[config.mk]
export PLATFORM = sky130hd
export DESIGN_NAME = exu_mc
export DESIGN_NICKNAME = d
export VERILOG_FILES = /design/src/rtl/exu_pkg.sv /design/src/rtl/exu_mul_iter.sv /design/src/rtl/exu_mc.sv
export SDC_FILE = /design/constraint.sdc
export NUM_CORES = 1
export LEC_CHECK = 0
export BUFFER_PORTS_ARGS = -buffer_cell sky130_fd_sc_hd__buf_4
export CORE_ASPECT_RATIO = 0.8
export CORE_MARGIN = 1
export CORE_UTILIZATION = 50
export DETAILED_ROUTE_END_ITERATION = 8
export PLACE_DENSITY = 0.7
export SLEW_MARGIN = 20
export SYNTH_ARGS = -nofsm -noshare
export SYNTH_HDL_FRONTEND = slang
export SYNTH_SLANG_ARGS = --single-unit
[constraint.sdc]
create_clock -name clk -period 8.5 [get_ports clk]
set_input_delay 0.425 -clock clk [delete_from_list [all_inputs] [get_ports clk]]
set_output_delay 0.425 -clock clk [all_outputs]
set_load 0.03 [all_outputs]
[src/rtl/exu_pkg.sv]
// Shared definitions for the multi-cycle execute unit: op codes, FSM states,
// and the three-way compare encoding.
package exu_pkg;

    typedef enum logic [3:0] {
        OP_ADD   = 4'd0,
        OP_SUB   = 4'd1,
        OP_SLT   = 4'd2,
        OP_SLTU  = 4'd3,
        OP_AND   = 4'd4,
        OP_OR    = 4'd5,
        OP_XOR   = 4'd6,
        OP_SLL   = 4'd7,
        OP_SRL   = 4'd8,
        OP_SRA   = 4'd9,
        OP_CMPS  = 4'd10,
        OP_CMPU  = 4'd11,
        OP_MUL   = 4'd12,
        OP_MULHU = 4'd13
    } op_e;

    typedef enum logic [1:0] {
        ST_IDLE = 2'd0,
        ST_MUL  = 2'd1,
        ST_DONE = 2'd2
    } state_e;

    localparam logic [2:0] CMP_EQ = 3'd0;
    localparam logic [2:0] CMP_GT = 3'd2;
    localparam logic [2:0] CMP_LT = 3'd4;

    function automatic logic [2:0] cmp3(input logic eq, input logic gt);
        if (eq)      cmp3 = CMP_EQ;
        else if (gt) cmp3 = CMP_GT;
        else         cmp3 = CMP_LT;
    endfunction

endpackage

[src/rtl/exu_mul_iter.sv]
// Iterative shift-add multiplier, one partial product per step, XLEN steps.
// Only built when EXU_MUL_EN is defined.
`ifdef EXU_MUL_EN
module exu_mul_iter
    import exu_pkg::*;
#(
    parameter  int XLEN = 32,
    localparam int SHW  = $clog2(XLEN)
) (
    input  logic            clk,
    input  logic            rst,
    input  logic            start,
    input  logic            step,
    input  logic [XLEN-1:0] a,
    input  logic [XLEN-1:0] b,
    input  logic            hi_sel,
    output logic            done,
    output logic [XLEN-1:0] result
);

    localparam logic [SHW:0] LAST = (SHW+1)'(XLEN - 1);

    logic [2*XLEN-1:0] acc_q, acc_d;
    logic [2*XLEN-1:0] mcand_q, mcand_d;
    logic [XLEN-1:0]   mplier_q, mplier_d;
    logic [SHW:0]      cnt_q, cnt_d;
    logic              hi_q, hi_d;

    always_comb begin
        acc_d    = acc_q;
        mcand_d  = mcand_q;
        mplier_d = mplier_q;
        cnt_d    = cnt_q;
        hi_d     = hi_q;
        if (start) begin
            acc_d    = '0;
            mcand_d  = {{XLEN{1'b0}}, a};
            mplier_d = b;
            cnt_d    = '0;
            hi_d     = hi_sel;
        end else if (step) begin
            acc_d    = mplier_q[0] ? (acc_q + mcand_q) : acc_q;
            mcand_d  = mcand_q << 1;
            mplier_d = mplier_q >> 1;
            cnt_d    = cnt_q + 1'b1;
        end
    end

    // The final step's sum is forwarded so the result lands in the same edge.
    assign done   = step && (cnt_q == LAST);
    assign result = hi_q ? acc_d[2*XLEN-1:XLEN] : acc_d[XLEN-1:0];

    always_ff @(posedge clk) begin
        if (rst) begin
            cnt_q <= '0;
        end else begin
            cnt_q <= cnt_d;
        end
        acc_q    <= acc_d;
        mcand_q  <= mcand_d;
        mplier_q <= mplier_d;
        hi_q     <= hi_d;
    end

endmodule
`endif

[src/rtl/exu_mc.sv]
// Multi-cycle handshaked execute unit. Define EXU_MUL_EN to build the
// iterative MUL/MULHU path; otherwise those ops return 0 in one cycle.
module exu_mc
    import exu_pkg::*;
#(
    parameter  int XLEN = 32,
    localparam int SHW  = $clog2(XLEN)
) (
    input  logic            clk,
    input  logic            rst,
    input  logic            in_valid,
    output logic            in_ready,
    input  logic [3:0]      op,
    input  logic            src2_sel,
    input  logic [XLEN-1:0] rs1_data,
    input  logic [XLEN-1:0] rs2_data,
    input  logic [XLEN-1:0] imm,
    input  logic            flush,
    output logic            out_valid,
    input  logic            out_ready,
    output logic [XLEN-1:0] out_data,
    output logic            busy
);

    function automatic logic [XLEN-1:0] alu(input op_e f, input logic [XLEN-1:0] a,
                                            input logic [XLEN-1:0] b);
        logic signed [XLEN-1:0] sa;
        logic signed [XLEN-1:0] sb;
        logic [SHW-1:0]         sh;
        sa  = a;
        sb  = b;
        sh  = b[SHW-1:0];
        alu = '0;
        case (f)
            OP_ADD:  alu = a + b;
            OP_SUB:  alu = a - b;
            OP_SLT:  alu = {{(XLEN-1){1'b0}}, (sa < sb)};
            OP_SLTU: alu = {{(XLEN-1){1'b0}}, (a < b)};
            OP_AND:  alu = a & b;
            OP_OR:   alu = a | b;
            OP_XOR:  alu = a ^ b;
            OP_SLL:  alu = a << sh;
            OP_SRL:  alu = a >> sh;
            OP_SRA:  alu = $unsigned(sa >>> sh);
            OP_CMPS: alu = {{(XLEN-3){1'b0}}, cmp3(sa == sb, sa > sb)};
            OP_CMPU: alu = {{(XLEN-3){1'b0}}, cmp3(a == b, a > b)};
            default: alu = '0;
        endcase
    endfunction

    state_e          state_q, state_d;
    logic            out_valid_q, out_valid_d;
    logic [XLEN-1:0] out_data_q, out_data_d;
    logic [XLEN-1:0] op_b;
    logic            accept;

    assign op_b      = src2_sel ? imm : rs2_data;
    assign in_ready  = (state_q == ST_IDLE) || ((state_q == ST_DONE) && out_ready);
    assign accept    = in_valid && in_ready && !flush;
    assign out_valid = out_valid_q;
    assign out_data  = out_data_q;

`ifdef EXU_MUL_EN
    logic            is_mul;
    logic            mul_start;
    logic            mul_step;
    logic            mul_done;
    logic [XLEN-1:0] mul_res;

    assign is_mul    = (op_e'(op) == OP_MUL) || (op_e'(op) == OP_MULHU);
    assign mul_start = accept && is_mul;
    assign mul_step  = (state_q == ST_MUL) && !flush;
    assign busy      = (state_q == ST_MUL);

    exu_mul_iter #(.XLEN(XLEN)) u_mul (
        .clk    (clk),
        .rst    (rst),
        .start  (mul_start),
        .step   (mul_step),
        .a      (rs1_data),
        .b      (op_b),
        .hi_sel (op_e'(op) == OP_MULHU),
        .done   (mul_done),
        .result (mul_res)
    );
`else
    logic            is_mul;
    logic            mul_done;
    logic [XLEN-1:0] mul_res;

    assign is_mul   = 1'b0;
    assign mul_done = 1'b0;
    assign mul_res  = '0;
    assign busy     = 1'b0;
`endif

    always_comb begin
        state_d     = state_q;
        out_valid_d = out_valid_q;
        out_data_d  = out_data_q;
        if (flush) begin
            state_d     = ST_IDLE;
            out_valid_d = 1'b0;
        end else begin
            case (state_q)
                ST_MUL: begin
                    if (mul_done) begin
                        state_d     = ST_DONE;
                        out_valid_d = 1'b1;
                        out_data_d  = mul_res;
                    end
                end
                default: begin
                    // Drain first; a same-cycle accept below overrides the return to IDLE.
                    if ((state_q == ST_DONE) && out_ready) begin
                        state_d     = ST_IDLE;
                        out_valid_d = 1'b0;
                    end
                    if (accept) begin
                        if (is_mul) begin
                            state_d     = ST_MUL;
                            out_valid_d = 1'b0;
                        end else begin
                            state_d     = ST_DONE;
                            out_valid_d = 1'b1;
                            out_data_d  = alu(op_e'(op), rs1_data, op_b);
                        end
                    end
                end
            endcase
        end
    end

    always_ff @(posedge clk) begin
        if (rst) begin
            state_q     <= ST_IDLE;
            out_valid_q <= 1'b0;
            out_data_q  <= '0;
        end else begin
            state_q     <= state_d;
            out_valid_q <= out_valid_d;
            out_data_q  <= out_data_d;
        end
    end

endmodule

### Word-level counts from Yosys, hierarchy flattened

Index checks and enable logic that the tools add are counted.

* flip-flop bits (word level): 35
* output and inout bits: 35
* logic and storage cells: 53

* add/sub/neg operators: 2
* order comparisons: 4
* equal/unequal tests: 15
* shifts and indexed selects: 3
* muxes and demuxes: 10
* bitwise gates (word level): 5
* reduce and logical (&&, ||, !) cells: 11

Operators by type and width (number)
* $pmux W32 S12: 1
* $eq A32 B32 Y1: 2
* $gt A32 B32 Y1: 2
* $lt A32 B32 Y1: 2
* $add A32 B32 Y32: 1
* $and A32 B32 Y32: 1
* $mux W32: 1
* $or A32 B32 Y32: 1
* $shl A32 B5 Y32: 1
* $shr A32 B5 Y32: 1
* $sshr A32 B5 Y32: 1
* $sub A32 B32 Y32: 1
* $xor A32 B32 Y32: 1
* $eq A4 B3 Y1 const B: 4
* $eq A4 B4 Y1 const B: 4
* $mux W3: 4
* $eq A4 B2 Y1 const B: 2
* $eq A4 B1 Y1 const B: 1
* $logic_not A4 Y1: 1
* $mux W2: 2
* $logic_and A1 B1 Y1: 3
* $reduce_and A3 Y1: 1
* $eq A2 B1 Y1 const B: 1
* $eq A2 B2 Y1 const B: 1
* 8 further kinds: 10

### Depth between registers and ports, before layout

* word-level depth: 7
* gate-level depth with buffers: 17
* gate-level depth less buffers: 14

### Worst setup path after synthesis

OpenSTA, ideal clock, no wires.

* kind: input to register
* start: input src2_sel
* end: register out_data_q[26] (netlist: out_data[26])
* data arrival time: 4154 ps
* data required time: 8369 ps
* slack: 4215 ps
* stages on the path: 14
* buffers on the path: 4
* cell sequence: buf_4 > buf_1 > buf_1 > mux2i_1 > ha_1 > clkbuf_1 > or4_4 > a211oi_2 > nor4b_2 > nor4_2 > nor2_1 > xor2_1 > a2111oi_0 > o32ai_1

* word-level cells in the longest chain between the ends: 3
* elaborated cells on any way between the ends: 10
* those cells by class: 2 x add/sub; 3 x shift; 2 x mux; 3 x bitwise

RTL lines
* start, declared: RTL line exu_mc.sv:14 `input logic src2_sel,`
* $mux W32 *: RTL line exu_mc.sv:57 `assign op_b = src2_sel ? imm : rs2_data;`
* $sub A32 B32 Y32 (tied with other cells): RTL line exu_mc.sv:36 `OP_SUB: alu = a - b;`
* $pmux W32 S12 *: RTL line exu_mc.sv:34 `case (f)`
* end signal, assigned: RTL line exu_mc.sv:142 `out_data_q <= out_data_d;`
* end, declared: RTL line exu_mc.sv:53 `logic [XLEN-1:0] out_data_q, out_data_d;`

Mark *: on every way between the ends. The rest lies on a longest branch, timed or not.
A chain may end at the register's enable or synchronous reset.

### Final worst setup path

* start: input src2_sel
* end: register out_data_q[19] (netlist: out_data[19])

Same word-level chain as after synthesis.

==> impl_results.md <==
* Status: complete, no violations
* TNS Setup at 0 ns
* VDD IR max at 0.103 mV
* Final nets at 1767
* Shortest period the worst path allows at roughly 5 ns
* Largest net degree at the start of global routing at 62
* Post-synth top area cell: ha_1
* GRT Util Overall at 0.464
* Vias/cell at just over 7
* Worst Clk Skew at 0.00737 ns
* Warnings from Yosys at 0
* Main synth FF type: dfxtp_1
* Crit path capture type: flop
* Syn_area_per_cell at 6.96 sq um
* CTS tree: yes
* M1 WL at roughly 20000 um
* Synth top area share at 0.115
* FFs w/ async S/R, synth at 0
* Top cells by area, synth: ha_1, mux2i_1, nand2_1
* Layout cells sized above 1 at 0.150
* Worst Hold Class: primary input to flop
* # hold bufs at CTS at 0
* Clock transition at path regs at 0.07 ns
* Met3 wire len at 7480 um
* Antenna Nets Post-Route at 0
* Period Utilization, post-route at 0.604
* # Post-CTS Setup Buffers at 0
* Fin Hold WS at 0.276 ns
* Remaining Overflow, GRT at 0
* Cts repair resizes at 0
* RD Place Congestion at 1.09
* Setup crit start kind: primary input
* Design area at between 0.01 and 0.015 sq mm
* Worst Path Arrival at 5.30 ns
* Die span in x at roughly 160 um
* Sink Count at 33
* Area Overhead vs Synth at 12.1%
* Skew-Pair Late Insertion Delay at 0.30 ns
* H-Tree Depth at 2
* Post-Synthesis Cells at 1516
* Die Area at 0.0217 sq mm
* Initial antenna violation count at 2
* Number of enable flip-flop cells after synthesis at 0
* DR WL/cell at between 20 and 30 um
* Layout Utilization at 0.572
* Library cells used by synthesis at 87
* Top Ports at 141
* HPWL after DPL at 39800 um
* Syn_nets at 1721
* Post-synthesis sequential area ratio at 0.0626
* Vias in the first global route at about 12000
* Starting Density at 0.510
* Highest routed layer: met5
* Crit Path Max Fanout at 61
* Die height at 132 um
* Final hold vios at 0
* Max_slew headroom at 0.278
* Met2 WL at 21000 um
* CP Data Required Time at 8.67 ns
* DRT Pass-1 Iters at 6
* CTS Buffer Depth at 2
* DRC violations left at 0
* RSZ-0062 raised after global routing: false
* Max-slew violation count at 0
* Post-synth top cells: nand2_1, a21oi_1, nor2_1
* Port bufs at 139
* PwrDens at 111 mW/mm^2
* CTS buffer count at 5
* Core area at ~0.021 sq mm
* Setup violators final at 0
* Root Buffer: clkbuf_16
* Synthesized cell area at 0.0106 sq mm
* Most frequent cell after synthesis: nand2_1
* Design Power at 1.32 mW
* Register bit total from synthesis at 33
* Total number of vias at 13315
* Wire length of the first global-routing pass at 75500 um
* Drt initial violations at 1911
* Placed inst area at 0.0116 sq mm
* Worst Tran Pin Value at 1.05 ns
* Leak pwr at 5.04 nW
* Site row count at 47
* Kind of critical path: primary input to flop
* Final WL at ~52000 um
* Maximum capacitance violations at 0
* Fmax at ~200 MHz
## final cells by class
cell class | count | area [sq um]
Multi-Input combinational cell | 1274 | 9110
Timing Repair Buffer | 158 | 1190
Fill cell | 2000 | 8860
Inverter | 90 | 340
Clock buffer | 5 | 125
Antenna cell | 2 | 5.00
Tap cell | 269 | 337
Clock inverter | 3 | 68.8
Sequential cell | 33 | 661
## report_power, final
| group | total [mW] | switching (mW) | internal, mW |
|---|---|---|---|
| clock network | 0.266 | 0.0957 | 0.170 |
| logic | 0.886 | 0.585 | 0.301 |
| registers | 0.167 | 0.00589 | 0.161 |
| total | 1.32 | 0.687 | 0.631 |
## placed cells by master, fill, tap and decap left out, types with 14 or more instances in the layout
cell type,instances
nor2_1,126
and2_1,17
a221oi_1,28
inv_1,84
mux2i_1,105
nor3_1,31
a31oi_1,17
mux4_2,23
o21ai_0,76
nand2_1,181
a21oi_1,133
a21o_1,19
nand3_1,19
ha_1,97
a22oi_1,15
a211oi_1,47
dfxtp_1,33
o211ai_1,32
o22ai_1,19
o21bai_1,14
buf_4,158
nor2b_1,14
and3_1,17
## worst max-delay path: stages
cell,delay (ns)
buf_4,0.54
mux2i_4,0.33
buf_4,0.57
inv_2,0.04
buf_4,0.37
ha_1,0.33
a211oi_1,0.25
o21ai_1,0.22
o2111a_1,0.31
o311ai_1,0.71
nand2_1,0.29
a31o_2,0.32
a221o_1,0.34
o31ai_1,0.07
a311oi_1,0.11
## metrics by stage
stage | setup slack [ns] | instances
after global routing | 3.26 | 1832
after detailed placement | 3.36 | 1824
final | 3.36 | 1834
after global placement | 3.41 | 1824
after floorplan | 4.21 | 1516
after CTS | 3.66 | 1832
## cell families (layout without fill, tap and decap cells)
kind of cell,count (synthesis),in the layout,synth area share
compound gates,551,551,0.360
simple gates,472,472,0.206
buf+inv,209,256,0.0799
mux,140,140,0.163
fa+ha+maj,99,99,0.119
flops,33,33,0.0626
xor+xnor,11,11,0.00913
other cells,1,3,0.000355
## sequential cells by signal, summed over array words and instances, names as in the netlist
signal	cells
out_valid	1
out_data	32
## layer usage
layer	global-route usage	vias up
met3	0.120	220
met4	0.255	2
li1	-	5799
met5	0	-
met2	0.666	1164
met1	0.626	6130
## path summary, 6_finish.rpt
path                                  start           end  slack (ns)  depth (start not counted)
worst min register to register  out_data[6]   out_data[6]        0.50                          2
worst min-delay path                  flush     out_valid        0.28                          2
worst max register to register    out_valid  out_data[25]        5.90                          7
worst max-delay path               src2_sel  out_data[19]        3.36                         15
(Power assumes the default switching activity.)
